## src/rtl/riscv_muldiv_if.sv

```systemverilog
// Request/response bundle between the core and the iterative RV32M unit.
// The core drives the master side; the multiply/divide unit is the slave.
interface riscv_muldiv_if;
  logic        start;
  logic [2:0]  funct3;
  logic [31:0] op_a;
  logic [31:0] op_b;
  logic [4:0]  rd_in;
  logic        busy;
  logic        done;
  logic [31:0] result;
  logic [4:0]  rd_out;

  modport master (
    output start, funct3, op_a, op_b, rd_in,
    input  busy, done, result, rd_out
  );

  modport slave (
    input  start, funct3, op_a, op_b, rd_in,
    output busy, done, result, rd_out
  );
endinterface

```

## src/rtl/riscv_muldiv.sv

```systemverilog
// Iterative RV32M multiply/divide: 32 shift-add or restoring-divide steps on
// operand magnitudes, then one sign-fixup cycle. Fixed 34-edge latency.
module riscv_muldiv (
  input  logic           clk,
  input  logic           nrst,
  riscv_muldiv_if.slave  bus
);

  typedef enum logic [1:0] {IDLE, CALC, FIX, DONE} state_t;

  state_t      state, state_nxt;
  logic        accept;
  logic [4:0]  count;
  logic [2:0]  op_q;
  logic [4:0]  rd_q;
  logic        sign_a, sign_b, div_zero;
  logic [63:0] prod;
  logic [31:0] mcand;

  logic        signed_a, signed_b, sa, sb;
  logic [31:0] a_mag, b_mag;
  logic [32:0] mul_sum, div_tmp;
  logic        div_ge;
  logic [31:0] div_hi;
  logic [63:0] mul_step, div_step, mul_fix;
  logic [31:0] quot, rem, fix_val;

  always_ff @(posedge clk) begin
    if (!nrst) state <= IDLE;
    else       state <= state_nxt;
  end

  always_comb begin
    state_nxt = state;
    accept    = 1'b0;
    bus.busy  = 1'b0;
    bus.done  = 1'b0;
    case (state)
      IDLE: begin
        if (bus.start) begin
          accept    = 1'b1;
          state_nxt = CALC;
        end
      end
      CALC: begin
        bus.busy = 1'b1;
        if (count == 5'd31) state_nxt = FIX;
      end
      FIX: begin
        bus.busy  = 1'b1;
        state_nxt = DONE;
      end
      DONE: begin
        bus.done = 1'b1;
        if (bus.start) begin
          accept    = 1'b1;
          state_nxt = CALC;
        end else begin
          state_nxt = IDLE;
        end
      end
      default: state_nxt = IDLE;
    endcase
  end

  // Operand signedness: MULHU/DIVU/REMU unsigned, MULHSU signed rs1 only.
  always_comb begin
    signed_a = (bus.funct3 != 3'b011) && (bus.funct3 != 3'b101) && (bus.funct3 != 3'b111);
    signed_b = signed_a && (bus.funct3 != 3'b010);
    sa       = signed_a & bus.op_a[31];
    sb       = signed_b & bus.op_b[31];
    a_mag    = sa ? -bus.op_a : bus.op_a;
    b_mag    = sb ? -bus.op_b : bus.op_b;
  end

  always_comb begin
    mul_sum  = {1'b0, prod[63:32]} + (prod[0] ? {1'b0, mcand} : 33'd0);
    mul_step = {mul_sum, prod[31:1]};
    div_tmp  = prod[63:31];
    div_ge   = div_tmp >= {1'b0, mcand};
    div_hi   = div_ge ? (div_tmp[31:0] - mcand) : div_tmp[31:0];
    div_step = {div_hi, prod[30:0], div_ge};
  end

  // A zero divisor leaves the dividend magnitude in the remainder half, so
  // applying the dividend sign yields the required REM result unchanged; only
  // the quotient needs overriding. Signed overflow falls out naturally.
  always_comb begin
    mul_fix = (sign_a ^ sign_b) ? -prod : prod;
    quot    = (sign_a ^ sign_b) ? -prod[31:0] : prod[31:0];
    if (div_zero) quot = '1;
    rem     = sign_a ? -prod[63:32] : prod[63:32];
    case (op_q)
      3'b000:                 fix_val = mul_fix[31:0];
      3'b001, 3'b010, 3'b011: fix_val = mul_fix[63:32];
      3'b100, 3'b101:         fix_val = quot;
      default:                fix_val = rem;
    endcase
  end

  always_ff @(posedge clk) begin
    if (!nrst) begin
      count      <= '0;
      op_q       <= '0;
      rd_q       <= '0;
      sign_a     <= 1'b0;
      sign_b     <= 1'b0;
      div_zero   <= 1'b0;
      prod       <= '0;
      mcand      <= '0;
      bus.result <= '0;
      bus.rd_out <= '0;
    end else if (accept) begin
      count    <= '0;
      op_q     <= bus.funct3;
      rd_q     <= bus.rd_in;
      sign_a   <= sa;
      sign_b   <= sb;
      div_zero <= (bus.op_b == 32'd0);
      if (bus.funct3[2]) begin
        prod  <= {32'd0, a_mag};
        mcand <= b_mag;
      end else begin
        prod  <= {32'd0, b_mag};
        mcand <= a_mag;
      end
    end else if (state == CALC) begin
      count <= count + 5'd1;
      prod  <= op_q[2] ? div_step : mul_step;
    end else if (state == FIX) begin
      bus.result <= fix_val;
      bus.rd_out <= rd_q;
    end
  end

endmodule

```

## src/flat_wrapper.sv

```systemverilog
// flat-port wrapper written by rule: the top's interface ports become plain ports
module riscv_muldiv_flat 
  (clk, nrst, bus_start, bus_funct3, bus_op_a, bus_op_b, bus_rd_in, bus_busy, bus_done, bus_result, bus_rd_out);
  riscv_muldiv_if bus_i ();
  input  logic clk;
  input  logic nrst;
  input wire logic [$bits(bus_i.start)-1:0] bus_start;
  input wire logic [$bits(bus_i.funct3)-1:0] bus_funct3;
  input wire logic [$bits(bus_i.op_a)-1:0] bus_op_a;
  input wire logic [$bits(bus_i.op_b)-1:0] bus_op_b;
  input wire logic [$bits(bus_i.rd_in)-1:0] bus_rd_in;
  output wire logic [$bits(bus_i.busy)-1:0] bus_busy;
  output wire logic [$bits(bus_i.done)-1:0] bus_done;
  output wire logic [$bits(bus_i.result)-1:0] bus_result;
  output wire logic [$bits(bus_i.rd_out)-1:0] bus_rd_out;
  assign bus_i.start = bus_start;
  assign bus_i.funct3 = bus_funct3;
  assign bus_i.op_a = bus_op_a;
  assign bus_i.op_b = bus_op_b;
  assign bus_i.rd_in = bus_rd_in;
  assign bus_busy = bus_i.busy;
  assign bus_done = bus_i.done;
  assign bus_result = bus_i.result;
  assign bus_rd_out = bus_i.rd_out;
  riscv_muldiv u_core (.clk(clk), .nrst(nrst), .bus(bus_i));
endmodule
```

## config.mk

```make
export PLATFORM = sky130hd
export DESIGN_NAME = riscv_muldiv_flat
export DESIGN_NICKNAME = d
export VERILOG_FILES = /design/src/rtl/riscv_muldiv_if.sv /design/src/rtl/riscv_muldiv.sv /design/src/flat_wrapper.sv
export SDC_FILE = /design/constraint.sdc
export NUM_CORES = 1
export LEC_CHECK = 0
export BUFFER_PORTS_ARGS = -buffer_cell sky130_fd_sc_hd__buf_2
export CORE_ASPECT_RATIO = 0.8
export CORE_UTILIZATION = 60
export DETAILED_ROUTE_END_ITERATION = 8
export PLACE_DENSITY = 0.8
export SETUP_SLACK_MARGIN = 0.1
export SYNTH_ARGS = -nofsm -noshare
export SYNTH_HDL_FRONTEND = slang
export SYNTH_SLANG_ARGS = --single-unit
```

## constraint.sdc

```tcl
create_clock -name clk -period 9.7 [get_ports clk]
set_input_delay 1.94 -clock clk [delete_from_list [all_inputs] [get_ports clk]]
set_output_delay 1.94 -clock clk [all_outputs]
set_load 0.02 [all_outputs]
```

After elaboration in Yosys (flattened, before gate mapping)
Cells that the tools add are included.

Register bits after elaboration: 151. Latch bits: 0. Bits in writable memories: 0. Memory bits (read-only): 0. Logic and storage cells: 77. Memories: 0.

$add $sub $neg: 8. $mul: 0. Div/mod/pow operators: 0. $lt $le $gt $ge: 1. Equal/unequal tests: 15. Shifts and indexed selects: 0. Mux-type cells: 22. Bitwise operators: 6. Reduce and logical (&&, ||, !) cells: 14.

Operators with widths (count): $mux 32 (9); $mux 64 (4); $neg 32->32 (4); $pmux 32 s3 (1); $neg 64->64 (1); $add 32x33->33 (1); $ge 33x32->1 (1); $logic_not 32->1 (1); $sub 32x32->32 (1); $pmux 2 s4 (1); $reduce_or 2->1 (4); $eq 3x2->1 const B (2); $eq 3x3->1 const B (2); $ne 3x2->1 const B (2); $ne 3x3->1 const B (2); $add 5x1->5 const B (1); $eq 5x5->1 const B (1); $mux 1 (5); $eq 2x2->1 const B (2); $mux 2 (2); $eq 3x1->1 const B (1); $logic_and 1x1->1 (3); $logic_not 3->1 (1); $not 1->1 (3); 10 further kinds (11).

Logic depth before layout (Yosys ltp)
Gate-level depths: netlist of the first run.

Depth after elaboration: 8. Depth in mapped cells: 16. Depth with buffers taken out: 14.

Worst setup path after synthesis of the first run
Ideal clock, no wire load.

Kind: input -> register. Start point: in bus_op_a[9]. End point: reg u_core.mcand[30]. Data arrival time: 4.227 ns. Path slack: 5.346 ns. Stages on the path: 10. Path buffers: 0. Cells stage by stage: or4_4 or3_4 or4_4 nor2b_4 nand2_1 o31a_1 xnor2_1 nand2_1 a31oi_1 nor2_1.

Cells in the longest elaborated chain, start to end: 3.

RTL lines: start, declared (RTL line flat_wrapper.sv:9) `input wire logic [$bits(bus_i.op_a)-1:0] bus_op_a;`; $neg 32->32 (RTL line riscv_muldiv.sv:72) `a_mag = sa ? -bus.op_a : bus.op_a;`; $mux 32 (RTL line riscv_muldiv.sv:72); $mux 32 (RTL line riscv_muldiv.sv:120) `if (bus.funct3[2]) begin`; end signal, assigned (RTL line riscv_muldiv.sv:122) `mcand <= b_mag;`; end signal, assigned (RTL line riscv_muldiv.sv:125) `mcand <= a_mag;`; end, declared (RTL line riscv_muldiv.sv:18) `logic [31:0] mcand;`.

Every way passes these cells. A chain may end at the register's enable or synchronous reset.

Final worst setup path of the first run
Start point: reg u_core.prod[0]. End point: reg u_core.prod[62].

Cells in the longest elaborated chain, start to end: 5.

RTL lines: start, declared (RTL line riscv_muldiv.sv:17) `logic [63:0] prod;`; start signal, assigned (RTL line riscv_muldiv.sv:121) `prod <= {32'd0, a_mag};`; start signal, assigned (RTL line riscv_muldiv.sv:124) `prod <= {32'd0, b_mag};`; start signal, assigned (RTL line riscv_muldiv.sv:129) `prod <= op_q[2] ? div_step : mul_step;`; $mux 32 (RTL line riscv_muldiv.sv:77) `mul_sum = {1'b0, prod[63:32]} + (prod[0] ? {1'b0, mcand} : 33'd0);`; $add 32x33->33 (RTL line riscv_muldiv.sv:77); $mux 64 (RTL line riscv_muldiv.sv:129); $mux 64 (RTL line riscv_muldiv.sv:127) `end else if (state == CALC) begin`; $mux 64 (RTL line riscv_muldiv.sv:113) `end else if (accept) begin`.

Every way passes these cells. The select of a mux whose other input is x is not followed.

==> impl_metrics.yaml, run 1 <==
logic_synthesis:
  yosysUniqueCellTypes: 74
  synth_seq_area_share: 0.212
  yosys_most_used_dff: "dfxtp_1"
  synth-seq-cells: 151
  syn_inst: 2013
  synth_common_cells: "nand2_1 (258), nor2_1 (209), a21oi_1 (201)"
  synth_area_leaders: "dfxtp_1 (21%), a21oi_1 (7.0%), nand2_1 (6.8%)"
  synth_area_per_cell_sq_um: 7.10
  synth_fp_nets: 2165
  yosysMostFrequentCell: "nand2_1"
  yosys_warnings: 0
  async_flop_share: 0
  synth_top_area_share: 0.212
  synth_edf_count: 0
  synth.cell_area_sq_um: 14300
  synth_largest_area_cell: "dfxtp_1"
clock_network:
  cts.htree.levels: 4
  hold_buffers: 0
  root_buffer: "clkbuf_16"
  clk_pin_slew_ns: 0.07
  numCtsBuffers: 17
  post_cts_buffers: 0
  cts_tree: "built"
  cts.sink_count: 151
  insertion_delay_ns: 0.45
  clockBufferDepth: 2
  postCtsResizedCells: 0
detailed_routing:
  via_per_inst: 6.65
  initialDrtViolationCount: 2157
  first_pass_iters: 8
  avgRoutedWirePerCell_microns: 21.1
  final_antenna_net_count: 0
  num_vias: 15578
  drc: 0
  finalWirelength_microns: 49400
setup_path:
  crit_fanout: 32
  worstSetupPathType: "flip-flop to flip-flop"
  r2r_slack_ns: 5.33
  required_ns: 10.04
  endpoint_kind: "flip-flop"
  critPathTopFamily: "compound AO/OA/AOI/OAI gates"
  critPathMaxStageDelay_ns: 0.61
  cp.buffers_inverters: 2
  critical_path.startpoint_type: "flip-flop"
  cp_data_arrival_time_ns: 4.71
  crit_top_cell: "o21ai_0"
  slowest_stage: "o21ai_0"
  path_cells: "inv_1 > buf_4 > nor2_1 > ha_1 > o21ai_0 > o21ai_0 > nand3_1 > and3b_1 > o21ai_0 > a21oi_1 > o311ai_0 > xnor2_1 > a31oi_1 > and3_1"
sta:
  finalSetupViolCount: 0
  finalHoldViolCount: 0
  timing.fmax_mhz: 229
  worst_pin_slew_ns: 1.24
  fin_skew_ns: 0.0140
  finalCriticalPeriod_ns: 4.37
  fin_tns_setup_ns: 0
  timing.final.ws_setup_ns: 5.33
  fin_crit_sh: 0.451
  maxSlewViolCount: 0
  rsz0062_at_grt: "false"
  slew_headroom: 0.169
run:
  drv_cap: 0
pwr:
  combPwrFrac: 0.629
  seqPwrFrac: 0.216
  power.leakage_nw: 6.39
  internal_power_mw: 2.32
  swShare: 0.527
  switchingPower_mw: 2.58
  power.density_nw_per_um2: 316
  vdd_ir_drop_max_uv: 182
  p_clk_frac: 0.155
worst_hold_path:
  hp-class: "flip-flop to flip-flop"
grt:
  grt_use_total: 0.394
  antenna_found_initial: 1
  grt_pass1_wl_microns: 75900
  grt_max_degree: 90
  grt_overflow: 0
  first_global_vias: 13771
cells_and_area:
  final_net_count: 2168
  syn2layout_area_growth_pct: 8.61
  layout-drive-gt1-share: 0.0971
  final_util: 0.663
floorplanning:
  die-area_sq_um: 24400
  initial_core_util: 0.610
  num_io_pins: 114
  coreArea_sq_um: 23400
  fp.dieW_microns: 175
  rows: 50
  die_h_microns: 140
placement:
  routabilityCongestion: 1.08
  io_buffer_count: 113
  pre_cts_ws_ns: 4.97
  place_hpwl_microns: 36500
outcome:
  status: "finished clean"
-- worst paths after layout --
kind                                                         start                                  to  depth (start not counted)
worst max-delay path                   u_core.prod[0]$_SDFFE_PN0P_        u_core.prod[62]$_SDFFE_PN0P_                         14
worst min-delay path            u_core.bus.result[25]$_SDFFE_PN0P_  u_core.bus.result[25]$_SDFFE_PN0P_                          2
worst max register to register         u_core.prod[0]$_SDFFE_PN0P_        u_core.prod[62]$_SDFFE_PN0P_                         14
worst min register to register  u_core.bus.result[25]$_SDFFE_PN0P_  u_core.bus.result[25]$_SDFFE_PN0P_                          2
-- placed cells by master, fill, tap and decap left out, drive strengths merged, types with 75 or more instances in the layout --
master / count
nand2: 260
nor2: 209
a21oi: 201
dfxtp: 151
o21ai: 140
buf: 131
xnor2: 100
xor2: 90
inv: 76
ha: 75
-- layout make-up --
cell class	count	area, sq um
multi-input cells	1646	10500
fillers	2098	7880
flip-flops and latches	151	3020
repair buffers	131	701
clock buffers	17	425
well taps	312	390
inverters	69	259
clock inverters	15	233
diodes	1	2.50
-- tightest hold or removal path, delay by kind of cell (launching register included) --
kind,cells,cell delay [ns]
AND/OR/NAND/NOR,2,0.09
flip-flops,1,0.31
-- metal layers --
| layer | vias to the layer above | global-route usage | wire, microns |
|---|---|---|---|
| met2 | 958 | 0.574 | 20500 |
| met1 | 7244 | 0.550 | 20700 |
| met5 | - | 0 | 0 |
| met4 | 0 | 0.203 | 2500 |
| li1 | 7227 | - | - |
| met3 | 149 | 0.0774 | 5730 |
-- power by group through the flow --
stage	clock, mW	combinational [mW]	sequential, mW
2_1_floorplan	0	2.27	0.916
3_3_place_gp	0	2.92	1.04
3_5_place_dp	0	2.95	1.05
4_1_cts	0.759	2.98	1.04
5_1_grt	0.794	3.32	1.07
6_report	0.762	3.08	1.06
-- flip-flops by register name (all words and copies together), names as in the netlist --
name,flops
u_core.count,5
u_core.sign_a,1
u_core.mcand,32
u_core.div_zero,1
u_core.bus.result,32
u_core.prod,64
u_core.op_q,3
u_core.rd_q,5
u_core.bus.rd_out,5
u_core.state,2
u_core.sign_b,1
-- per-stage QoR --
stage | instance area (sq um) | cells | total power, mW | hold slack (ns)
after global placement | 14900 | 2309 | 3.96 | 0.428
after floorplan | 14300 | 2013 | 3.19 | 0.432
after global routing | 15500 | 2342 | 5.18 | 0.470
after detailed placement | 14900 | 2309 | 4.00 | 0.429
final | 15500 | 2342 | 4.90 | 0.438
after CTS | 15500 | 2341 | 4.78 | 0.440
-- logic make-up after synthesis --
family	share of synthesized area
simple gates	0.209
xor+xnor	0.117
compound gates	0.295
fa+ha+maj	0.0685
mux	0.0421
buf+inv	0.0578
flops	0.212
Power figures use the tool's default switching activity.
==> run 2: changes to the inputs <==
--- a/config.mk
+++ b/config.mk
@@ -7,9 +7,9 @@
 export LEC_CHECK = 0
 export BUFFER_PORTS_ARGS = -buffer_cell sky130_fd_sc_hd__buf_2
 export CORE_ASPECT_RATIO = 0.8
-export CORE_UTILIZATION = 60
+export CORE_UTILIZATION = 56
 export DETAILED_ROUTE_END_ITERATION = 8
-export PLACE_DENSITY = 0.8
+export PLACE_DENSITY = 0.78
 export SETUP_SLACK_MARGIN = 0.1
 export SYNTH_ARGS = -nofsm -noshare
 export SYNTH_HDL_FRONTEND = slang
==> constraint.sdc (replaced) <==
create_clock -name clk -period 3.9 [get_ports clk]
set_input_delay 0.78 -clock clk [delete_from_list [all_inputs] [get_ports clk]]
set_output_delay 0.78 -clock clk [all_outputs]
set_load 0.02 [all_outputs]
==> run 2 against run 1 <==
  * Non-clock buffer count is 74 higher
  * Sequential power is 130% higher
  * Combinational power grew to 2.7 times the previous value
  * Cell count is 3.4% higher
  * Worst setup slack worse by 5.1 ns
  * Register-to-register slack worse by 5.1 ns
  * Clock power is 140% higher
  * Largest power group unchanged
==> impl_metrics.yaml, run 2 (synthesis results as in run 1) <==
detailed_routing:
  avgRoutedWirePerCell_microns: 21.7
  num_vias: 15766
  first_pass_iters: 6
  initialDrtViolationCount: 2308
  drc: 0
  via_per_inst: 6.51
  finalWirelength_microns: 52500
  final_antenna_net_count: 0
pwr:
  switchingPower_mw: 6.64
  p_clk_frac: 0.144
  power.leakage_nw: 6.75
  seqPwrFrac: 0.193
  combPwrFrac: 0.664
  power.density_nw_per_um2: 792
  swShare: 0.521
  vdd_ir_drop_max_uv: 448
  internal_power_mw: 6.10
cells_and_area:
  multi_input_area_sq_um: 10500
  fill_cells: 2243
  final_util: 0.652
  largest_reg_flops: 64
  syn2layout_area_growth_pct: 12.6
  num_antenna_cells: 0
  mostFrequentLayoutCell: "nand2_1"
  largestRegisters: "u_core.prod: 64 flops, u_core.bus.result: 32 flops, u_core.mcand: 32 flops"
  final_net_count: 2243
  final_cell_mix: "nand2_1 (258), nor2_1 (208), a21oi_1 (201)"
  layout-drive-gt1-share: 0.132
  seqCellArea_sq_um: 3030
  stdcell_count: 2422
  largest-register: "u_core.prod"
run:
  drv_cap: 0
sta:
  fin_crit_sh: 0.932
  maxSlewViolCount: 0
  slew_headroom: 0.169
  finalCriticalPeriod_ns: 3.64
  finalHoldViolCount: 0
  finalSetupViolCount: 0
  worst_pin_slew_ns: 1.24
  timing.fmax_mhz: 275
  fin_skew_ns: 0.0117
  timing.hold.ws_ns: 0.441
  rsz0062_at_grt: "true"
grt:
  grt_pass1_wl_microns: 79200
  first_global_vias: 13791
  grt_use_total: 0.391
  grt_max_degree: 99
  antenna_found_initial: 0
  grt_overflow: 0
clock_network:
  cts_tree: "built"
  clockBufferDepth: 2
  hold_buffers: 0
  root_buffer: "clkbuf_16"
  cts.sink_count: 151
  clk_pin_slew_ns: 0.08
  numCtsBuffers: 17
  cts.htree.levels: 4
  insertion_delay_ns: 0.45
floorplanning:
  num_io_pins: 114
  initial_core_util: 0.578
  coreArea_sq_um: 24700
  fp.dieW_microns: 181
  rows: 51
  die_h_microns: 145
  die-area_sq_um: 26200
setup_path:
  r2r_slack_ns: 0.26
  cp_data_arrival_time_ns: 3.98
  crit_fanout: 8
  required_ns: 4.24
  critical_path.startpoint_type: "flip-flop"
  endpoint_kind: "flip-flop"
  worstSetupPathType: "flip-flop to flip-flop"
worst_hold_path:
  hp-class: "flip-flop to flip-flop"
placement:
  dp.cells: 2386
  io_buffer_count: 113
  place_hpwl_microns: 39800
  routabilityCongestion: 1.03
outcome:
  status: "finished clean"
[run 2: per-stage QoR]
step | worst slack [ns] | power [mW] | setup TNS, ns | cell area (sq um)
3_3_place_gp | 0.176 | 10.4 | 0 | 15400
4_1_cts | 0.165 | 12.4 | 0 | 16000
3_5_place_dp | 0.0622 | 10.5 | 0 | 15400
2_1_floorplan | 0.633 | 7.93 | 0 | 14300
5_1_grt | -0.0254 | 13.5 | -0.0468 | 16100
6_report | 0.264 | 12.7 | 0 | 16100
[run 2: final cells by class]
cell class / instances / share of cell area
clock buffer: 17 / 0.0264
sequential: 151 / 0.188
timing repair buffer: 205 / 0.0788
multi-input combinational: 1647 / 0.653
inverter: 69 / 0.0163
tap: 318 / 0.0247
clock inverter: 15 / 0.0128
[run 2: power groups by stage]
stage	combinational [mW]	sequential (mW)	clock (mW)
after floorplan	5.65	2.28	0
after global placement	8.00	2.43	0
after detailed placement	8.06	2.45	0
after CTS	8.12	2.42	1.83
after global routing	9.09	2.49	1.89
final	8.46	2.46	1.83
[run 2: path summary, 6_finish.rpt]
path	startpoint	end	cells past startpoint
worst min-delay path	u_core.bus.result[26]$_SDFFE_PN0P_	u_core.bus.result[26]$_SDFFE_PN0P_	2
worst min register to register	u_core.bus.result[26]$_SDFFE_PN0P_	u_core.bus.result[26]$_SDFFE_PN0P_	2
worst max-delay path	u_core.prod[0]$_SDFFE_PN0P_	u_core.prod[61]$_SDFFE_PN0P_	14
worst max register to register	u_core.prod[0]$_SDFFE_PN0P_	u_core.prod[61]$_SDFFE_PN0P_	14
[run 2: what timing repair did]
| action | 4_1_cts | 5_1_grt |
|---|---|---|
| gates resized for setup | 2 | 7 |
| cloned | 0 | 1 |
| hold endpoints to repair | 0 | 0 |
| endpoints found under the setup margin | 2 | 32 |
| pin swaps | 0 | 1 |
| buffers inserted | 0 | 3 |
[run 2: worst max-delay path: stages (launching register included)]
cell and delay, ns:
dfxtp_2 0.44, clkinvlp_4 0.25, clkbuf_4 0.25, nor2_1 0.12, ha_1 0.29, a21oi_1 0.17, o21ai_0 0.12, a21o_1 0.18
a221o_1 0.35, a22o_1 0.33, nand4_1 0.16, a31oi_1 0.15, a31oi_2 0.30, xnor2_1 0.09, a221o_1 0.33
[run 2: per-layer routing]
metal | routed length [microns] | global-route usage | share of wire | up-vias
li1 | - | - | - | 7390
met1 | 22600 | 0.550 | 0.43 | 7302
met2 | 21900 | 0.592 | 0.42 | 949
met3 | 5730 | 0.0591 | 0.11 | 125
met4 | 2240 | 0.174 | 0.043 | 0
met5 | 0 | 0 | 0 | -
==> run 3: changes to the inputs <==
--- a/config.mk
+++ b/config.mk
@@ -6,10 +6,12 @@
 export NUM_CORES = 1
 export LEC_CHECK = 0
 export BUFFER_PORTS_ARGS = -buffer_cell sky130_fd_sc_hd__buf_2
+export CAP_MARGIN = 20
 export CORE_ASPECT_RATIO = 0.8
 export CORE_UTILIZATION = 56
 export DETAILED_ROUTE_END_ITERATION = 8
 export PLACE_DENSITY = 0.78
+export RECOVER_POWER = 50
 export SETUP_SLACK_MARGIN = 0.1
 export SYNTH_ARGS = -nofsm -noshare
 export SYNTH_HDL_FRONTEND = slang
==> run 3 against run 2 <==
  * The run now ends with capacitance limit, slew limit left
  * Wire length grew 0.14%
  * Final area shrank 0.30%
  * Clock-buffer cell count is the same
  * Utilization shrank 0.19 points
  * Sequential power is essentially flat
  * Highest routed layer unchanged
==> impl_metrics.yaml, run 3 (synthesis results as in run 1) <==
outcome:
  status: "finished, violations left"
  violations: "capacitance limit, slew limit"
sta:
  slew_headroom: -0.150
  finalSetupViolCount: 0
  fin_crit_sh: 0.935
  timing.fmax_mhz: 274
  worst_pin_slew_ns: 1.73
  rsz0062_at_grt: "false"
  fin_skew_ns: 0.0145
  finalCriticalPeriod_ns: 3.65
  timing.hold.ws_ns: 0.444
  fin_tns_setup_ns: 0
  finalHoldViolCount: 0
  maxSlewViolCount: 37
setup_path:
  crit_fanout: 8
  worstSetupPathType: "flip-flop to flip-flop"
  critical_path.startpoint_type: "flip-flop"
  required_ns: 4.24
  endpoint_kind: "flip-flop"
  cp_data_arrival_time_ns: 3.99
clock_network:
  hold_buffers: 0
  cts.htree.levels: 4
  clockBufferDepth: 2
  numCtsBuffers: 17
  clk_pin_slew_ns: 0.08
  cts_tree: "built"
  insertion_delay_ns: 0.45
  cts.sink_count: 151
  root_buffer: "clkbuf_16"
floorplanning:
  die-area_sq_um: 26200
  die_h_microns: 145
  num_io_pins: 114
  initial_core_util: 0.578
  fp.dieW_microns: 181
  rows: 51
  coreArea_sq_um: 24700
grt:
  grt_max_degree: 99
  antenna_found_initial: 0
  grt_pass1_wl_microns: 79200
  first_global_vias: 13791
  grt_use_total: 0.391
  grt_overflow: 0
detailed_routing:
  avgRoutedWirePerCell_microns: 21.7
  drc: 0
  finalWirelength_microns: 52600
  initialDrtViolationCount: 2203
  first_pass_iters: 8
  via_per_inst: 6.50
  num_vias: 15754
  final_antenna_net_count: 0
pwr:
  power.total_mw: 12.7
  power.density_nw_per_um2: 795
  power.leakage_nw: 6.58
  vdd_ir_drop_max_uv: 447
worst_hold_path:
  hp-class: "flip-flop to flip-flop"
cells_and_area:
  largestRegisters: "u_core.prod: 64 flops, u_core.bus.result: 32 flops, u_core.mcand: 32 flops"
  fill_cells: 2269
  largest-register: "u_core.prod"
  stdcell_area_sq_um: 16000
  num_antenna_cells: 0
  syn2layout_area_growth_pct: 12.3
  largest_reg_flops: 64
  mostFrequentLayoutCell: "nand2_1"
  final_cell_mix: "nand2_1 (258), nor2_1 (208), a21oi_1 (201)"
  layout-drive-gt1-share: 0.112
  final_net_count: 2244
placement:
  dpl-instance-area_sq_um: 15400
  place_hpwl_microns: 39800
  io_buffer_count: 113
  routabilityCongestion: 1.03
run:
  drv_cap: 1
[run 3: cell count changes in the layout (fill, tap and decap cells not counted)]
| cell | before | now |
|---|---|---|
| clkbuf_1 | 0 | 43 |
| buf_2 | 113 | 74 |
| buf_4 | 90 | 86 |
| buf_8 | 0 | 1 |
| clkbuf_2 | 0 | 1 |
| nor4_2 | 2 | 1 |
| nor4_4 | 1 | 2 |
| o31ai_2 | 2 | 1 |
[run 3: stage by stage]
stage	utilization	instances	setup WS, ns
2_1_floorplan	-	2013	0.633
3_3_place_gp	0.623	2386	0.176
3_5_place_dp	0.623	2386	0.0622
4_1_cts	0.649	2418	0.165
5_1_grt	0.650	2423	0.0893
6_report	0.650	2423	0.254
[run 3: power breakdown]
| group | internal [mW] | switching (mW) |
|---|---|---|
| Clock | 1.04 | 0.794 |
| Sequential | 1.93 | 0.532 |
| Combinational | 3.14 | 5.32 |
| Total | 6.10 | 6.65 |
[run 3: worst paths after layout]
check	from	endpoint	slack, ns	cells after the start
hold reg to reg	u_core.bus.result[26]$_SDFFE_PN0P_	u_core.bus.result[26]$_SDFFE_PN0P_	0.44	2
setup / recovery	u_core.prod[0]$_SDFFE_PN0P_	u_core.prod[61]$_SDFFE_PN0P_	0.25	14
setup reg to reg	u_core.prod[0]$_SDFFE_PN0P_	u_core.prod[61]$_SDFFE_PN0P_	0.25	14
hold / removal	u_core.bus.result[26]$_SDFFE_PN0P_	u_core.bus.result[26]$_SDFFE_PN0P_	0.44	2
[run 3: routing by layer]
| layer | vias to the layer above | GRT usage | routed length (microns) |
|---|---|---|---|
| li1 | 7397 | - | - |
| met1 | 7313 | 0.550 | 22600 |
| met2 | 920 | 0.592 | 22000 |
| met3 | 124 | 0.0591 | 5780 |
| met4 | 0 | 0.174 | 2200 |
| met5 | - | 0 | 0 |
[run 3: critical path, stage by stage, from the launching register on]
cell and delay, ns:
dfxtp_2 0.44, clkinvlp_4 0.25, clkbuf_4 0.25, nor2_1 0.12, ha_1 0.22, nand2_1 0.12
nor3_1 0.29, and2_1 0.17, a221o_1 0.22, a22o_1 0.32, nand4_1 0.18, a31oi_1 0.30
a31oi_2 0.18, xnor2_1 0.15, a221o_1 0.33
[run 3: area by class of cell]
| type | count | area (sq um) | share of cell area |
|---|---|---|---|
| Multi-Input combinational cell | 1646 | 10500 | 0.655 |
| Tap cell | 318 | 398 | 0.0248 |
| Sequential cell | 151 | 3030 | 0.189 |
| Inverter | 69 | 263 | 0.0164 |
| Timing Repair Buffer | 207 | 1220 | 0.0764 |
| Clock inverter | 15 | 206 | 0.0129 |
| Clock buffer | 17 | 425 | 0.0265 |
[run 3: what timing repair did]
| action | in CTS | in global routing |
|---|---|---|
| endpoints found under the setup margin | 2 | 14 |
| buffers inserted | 0 | 3 |
| gates resized for setup | 2 | 8 |
